==> src/rtl/processor_run_ctrl.sv <==
// Run controller beside the processor core: stretches core reset, gates execution in
// free-run or single-step mode, counts enabled cycles and reports why a run ended.
module processor_run_ctrl #(
  parameter int unsigned RESET_CYCLES = 4,
  parameter int unsigned CNT_W        = 32,
  parameter int unsigned PC_W         = 32,
  parameter int unsigned STALL_LIMIT  = 16
) (
  input  logic             i_clk,
  input  logic             i_reset,
  input  logic             i_start,
  input  logic             i_clear,
  input  logic             i_mode,
  input  logic             i_step,
  input  logic [CNT_W-1:0] i_budget,
  input  logic             i_halt,
  input  logic [PC_W-1:0]  i_pc,
  output logic             o_core_reset,
  output logic             o_core_en,
  output logic             o_busy,
  output logic             o_done,
  output logic             o_timeout,
  output logic             o_stall,
  output logic [CNT_W-1:0] o_cycles
);

  localparam int unsigned HoldW  = (RESET_CYCLES > 1) ? $clog2(RESET_CYCLES) : 1;
  localparam int unsigned StallW = $clog2(STALL_LIMIT);

  typedef enum logic [2:0] {
    StHold, StIdle, StRun, StStep, StDone, StTimeout, StStall
  } state_e;

  state_e             state_q, state_d;
  logic [HoldW-1:0]   hold_q, hold_d;
  logic [StallW-1:0]  stall_q, stall_d, stall_nxt;
  logic [CNT_W-1:0]   cycles_q, cycles_d, cycles_inc;
  logic [CNT_W-1:0]   budget_q, budget_d;
  logic [PC_W-1:0]    pc_q, pc_d;
  logic               core_en_q, core_en_d;
  logic               budget_hit;

  always_comb begin
    state_d    = state_q;
    hold_d     = hold_q;
    stall_d    = stall_q;
    cycles_d   = cycles_q;
    budget_d   = budget_q;
    pc_d       = pc_q;
    core_en_d  = 1'b0;
    cycles_inc = (&cycles_q) ? cycles_q : cycles_q + CNT_W'(1);
    budget_hit = (budget_q != '0) && (cycles_q + CNT_W'(1) == budget_q);
    // stall_q counts repeats of the PC, so STALL_LIMIT identical cycles means LIMIT-1 repeats;
    // a zero cycle count marks the first enabled cycle of the run.
    stall_nxt  = ((cycles_q == '0) || (i_pc != pc_q)) ? '0 : stall_q + StallW'(1);

    unique case (state_q)
      StHold: begin
        if (hold_q == HoldW'(RESET_CYCLES - 1)) begin
          hold_d  = '0;
          state_d = StIdle;
        end else begin
          hold_d = hold_q + HoldW'(1);
        end
      end
      StIdle: begin
        if (i_start) begin
          budget_d  = i_budget;
          cycles_d  = '0;
          stall_d   = '0;
          state_d   = i_mode ? StStep : StRun;
          core_en_d = ~i_mode;
        end
      end
      StRun: begin
        cycles_d  = cycles_inc;
        pc_d      = i_pc;
        stall_d   = stall_nxt;
        core_en_d = 1'b1;
        if (i_halt) begin
          state_d   = StDone;
          core_en_d = 1'b0;
        end else if (budget_hit) begin
          state_d   = StTimeout;
          core_en_d = 1'b0;
        end else if (stall_nxt == StallW'(STALL_LIMIT - 1)) begin
          state_d   = StStall;
          core_en_d = 1'b0;
        end
      end
      StStep: begin
        // A step request during the granted cycle is dropped, not queued.
        if (core_en_q) begin
          cycles_d = cycles_inc;
          pc_d     = i_pc;
          if (i_halt) begin
            state_d = StDone;
          end else if (budget_hit) begin
            state_d = StTimeout;
          end
        end else if (i_step) begin
          core_en_d = 1'b1;
        end
      end
      StDone, StTimeout, StStall: begin
        if (i_clear) begin
          state_d = StHold;
          hold_d  = '0;
        end
      end
      default: state_d = StHold;
    endcase
  end

  always_ff @(posedge i_clk or posedge i_reset) begin
    if (i_reset) begin
      state_q      <= StHold;
      hold_q       <= '0;
      stall_q      <= '0;
      cycles_q     <= '0;
      budget_q     <= '0;
      pc_q         <= '0;
      core_en_q    <= 1'b0;
      o_core_reset <= 1'b1;
      o_busy       <= 1'b0;
      o_done       <= 1'b0;
      o_timeout    <= 1'b0;
      o_stall      <= 1'b0;
    end else begin
      state_q      <= state_d;
      hold_q       <= hold_d;
      stall_q      <= stall_d;
      cycles_q     <= cycles_d;
      budget_q     <= budget_d;
      pc_q         <= pc_d;
      core_en_q    <= core_en_d;
      o_core_reset <= (state_d == StHold);
      o_busy       <= (state_d == StRun) || (state_d == StStep);
      o_done       <= (state_d == StDone);
      o_timeout    <= (state_d == StTimeout);
      o_stall      <= (state_d == StStall);
    end
  end

  assign o_core_en = core_en_q;
  assign o_cycles  = cycles_q;

endmodule
==> config.mk <==
export PLATFORM = sky130hd
export DESIGN_NAME = processor_run_ctrl
export DESIGN_NICKNAME = d
export VERILOG_FILES = /design/src/rtl/processor_run_ctrl.sv
export SDC_FILE = /design/constraint.sdc
export NUM_CORES = 1
export LEC_CHECK = 0
export CAP_MARGIN = 15
export CORE_ASPECT_RATIO = 0.9
export CORE_MARGIN = 2
export CORE_UTILIZATION = 50
export CTS_CLUSTER_DIAMETER = 50
export CTS_CLUSTER_SIZE = 28
export DETAILED_ROUTE_END_ITERATION = 8
export PLACE_DENSITY = 0.76
export SETUP_SLACK_MARGIN = 0.15
export SLEW_MARGIN = 30
export SYNTH_ARGS = -nofsm -noshare
export SYNTH_HDL_FRONTEND = slang
export SYNTH_SLANG_ARGS = --single-unit
==> constraint.sdc <==
create_clock -name i_clk -period 4.02 [get_ports i_clk]
set_input_delay 0.804 -clock i_clk [delete_from_list [all_inputs] [get_ports i_clk]]
set_output_delay 0.804 -clock i_clk [all_outputs]
set_load 0.02 [all_outputs]
==> summary.md <==
| Metric | Value |
|---|---|
| R2R setup slack | `0.57 ns` |
| Seq cells post-synth | `111` |
| Ys flop type | `dfrtp_1` |
| Vias in the first global route | `5421` |
| Detail Route Antenna Nets | `0` |
| Core footprint | `~13000 um^2` |
| Max FO, Critical Path | `10` |
| GRT met2 Usage | `0.404` |
| Row count | `39` |
| Detailed Routing Iterations Pass 1 | `5` |
| Layout cells sized above 1 | `0.151` |
| WL/cell | `around 19 um` |
| Synth async-reset ratio | `1.00` |
| Worst EP required | `4.29 ns` |
| Die width | `124 um` |
| Combinational Power Share | `0.390` |
| Layout net count | `approximately 790` |
| Layout area overhead | `23.1%` |
| Syn Nets | `between 700 and 800` |
| Int Power | `0.00293 W` |
| Post-synth EDFFs | `0` |
| Top Usage Layer GRT | `met2` |
| Fin util | `0.629` |
| DRT iter0 DRCs | `670` |
| Sequential fraction of the synthesis area | `0.430` |
| Port bufs | `roughly 110` |
| Root Buffer | `clkbuf_16` |
| Clock buffer depth | `2` |
| Mapped Cells | `635` |
| Routing usage on met3 | `0.0743` |
| Post-Synthesis Mean Instance Area | `approximately 10 um^2` |
| Kind of start point of the critical path | `flip-flop` |
| Worst Tran Pin Value | `0.833 ns` |
| Synth unique cells | `66` |
| CTS Hold Buffers Added | `0` |
| Cell Area, Synth | `6460 um^2` |
| RSZ-0062 raised after global routing | `false` |
| I/O pins | `around 110` |
| Min-Delay Path Class | `flip-flop to flip-flop` |
| Reg2Reg Launch Point | `o_cycles[0]$_DFFE_PP0P_` |
| GRT Overall Usage | `0.257` |
| Setup bufs post-CTS | `0` |
| Worst Setup SP | `o_cycles[0]$_DFFE_PP0P_` |
| Switching part of the total | `0.367` |
| Psw | `0.00169 W` |
| Layout fillers | `~1000` |
| Skew-Pair Late Insertion Delay | `0.36 ns` |
| Clk slew on worst S/H paths | `0.08 ns` |
| Largest net degree at the start of global routing | `69` |
| Worst Setup EP | `o_done$_DFF_PP0_` |
| First-pass GRT wire length | `27800 um` |
| Final hold violations | `0` |
| Static leakage | `a little over 3 nW` |
| Routed via count | `5416` |
| Final worst-path cycle share | `0.858` |
| Post-Route Setup TNS | `0 ns` |
| Avg Vias per Cell | `6.11` |
| Antenna diode instance count | `0` |
| Fin. max-slew vios | `0` |
| # H-tree levels | `3` |
| PwrDens | `581 nW/um^2` |
| Clock Power Share | `0.197` |
| Hold Crit Start | `hold_q[1]$_DFFE_PP0P_` |
| Outcome | `complete, no violations` |
| Worst hold slack | `0.514 ns` |
| DIE AREA | `13800 um^2` |
| R2R depth | `9` |
| Grt met1 use | `0.340` |
| Detail Placement HPWL | `12400 um` |
| Clock Sinks | `111` |
| CP Capture Type | `flip-flop` |
| Worst vdd ir | `about 0.4 mV` |
| Slew HR | `0.440` |
| Capturing point of the worst reg2reg path | `o_done$_DFF_PP0_` |
| Fin crit period | `3.45 ns` |
| # DRC | `0` |
| Post-cts sizing count | `0` |
| Finish-stage setup viols | `0` |
| Max Clock Freq | `0.290 GHz` |
| Final WL | `around 17000 um` |
| CP Class | `flip-flop to flip-flop` |
| Total congestion overflow | `0` |
| Initial Utilization | `0.511` |
| Chip Height | `112 um` |
| Sequential power share | `0.414` |
| Antenna violations before repair | `0` |
| CTS tree | `done` |
| Synth warnings | `0` |
| Critical Path AT | `approximately 3.7 ns` |
| Max_cap viols | `0` |
| RD Place Congestion | `0.946` |
| Total CTS buffers | `9` |
| Setup Skew | `0.0139 ns` |
-- placed cells by master, fill, tap and decap left out, types with 16 or more instances in the layout --
cell type        synthesis  layout
dfrtp_1                110     110
clkdlybuf4s50_1          0     108
mux2_2                  64      64
xnor2_1                 62      62
o21ai_0                 41      41
nand2_1                 32      32
nand4_1                 28      28
nor2_1                  27      27
nor4_1                  26      26
o31ai_1                 20      20
a21oi_1                 19      18
xor2_1                  16      16
-- kinds of logic after synthesis --
family / synth area share
AND/OR/NAND/NOR: 0.174
AO/OA/AOI/OAI: 0.128
flip-flops: 0.430
XOR/XNOR: 0.106
multiplexers: 0.115
buffers and inverters: 0.0401
adder cells (fa/ha/maj): 0.00775
-- sequential cells by signal (all words and copies together) (netlist names) --
signal / flops
o_busy: 1
budget_q: 32
o_done: 1
hold_q: 2
o_stall: 1
o_core_en: 1
state_q: 3
o_core_reset: 1
stall_q: 4
o_timeout: 1
o_cycles: 32
pc_q: 32
-- worst max-delay path, stage by stage (launching register included) --
cell      delay (ns)
dfrtp_1         0.52
ha_1            0.32
nand3_2         0.22
or4_1           0.67
or3_1           0.41
a22oi_1         0.18
nand4_1         0.16
nor4_4          0.46
o21ai_2         0.15
a211oi_1        0.26
-- worst min path at each step --
stage	to	slack (ns)	cells after the start
6_report	hold_q[1]$_DFFE_PP0P_	0.51	2
4_1_cts	hold_q[1]$_DFFE_PP0P_	0.52	2
5_1_grt	hold_q[1]$_DFFE_PP0P_	0.54	2
3_5_place_dp	hold_q[1]$_DFFE_PP0P_	0.50	2
2_1_floorplan	hold_q[1]$_DFFE_PP0P_	0.45	2
3_3_place_gp	hold_q[1]$_DFFE_PP0P_	0.47	2
-- per-stage QoR --
stage	setup WS (ns)	instance area (um^2)	total power (W)	cells
final	0.571	7950	0.00462	886
after global routing	0.294	7950	0.00489	886
after CTS	0.605	7950	0.00462	886
after detailed placement	0.607	7650	0.00371	870
after global placement	0.745	7650	0.00362	870
after floorplan	0.287	6460	0.00316	635
-- final cells by class --
type                       count  area (um^2)  area share
clock buffer                  11          253      0.0318
multi-input combinational    463         3430       0.431
timing repair buffer         120         1180       0.149
sequential                   111         2780       0.349
inverter                      12         50.0     0.00629
tap                          164          205      0.0258
clock inverter                 5         50.0     0.00629
-- synthesized netlist by cell type, drive strengths merged (12+ instances only) --
library cell	n	share of area
dfrtp	110	0.43
mux2	64	0.11
xnor2	62	0.084
o21ai	42	0.033
nand2	32	0.019
nand4	30	0.034
nor4	29	0.034
clkbuf	27	0.016
nor2	27	0.016
buf	22	0.017
o31ai	21	0.025
a21oi	19	0.015
xor2	16	0.022
nand3	15	0.012
inv	12	0.0070
nor3	12	0.0093
-- power by group through the flow --
stage / clock [W] / combinational [W] / sequential [W]
CTS: 0.000922 / 0.00179 / 0.00190
global placement: 0 / 0.00172 / 0.00190
detailed placement: 0 / 0.00178 / 0.00193
finish: 0.000909 / 0.00180 / 0.00191
floorplan: 0 / 0.00137 / 0.00180
global route: 0.000967 / 0.00197 / 0.00195
-- layer usage --
layer  wire length (um)  vias up
li1                   -     2523
met1               7180     2626
met2               8040      240
met3               1480       27
met4                422        0
met5                  0        -
Power figures use the tool's default switching activity.
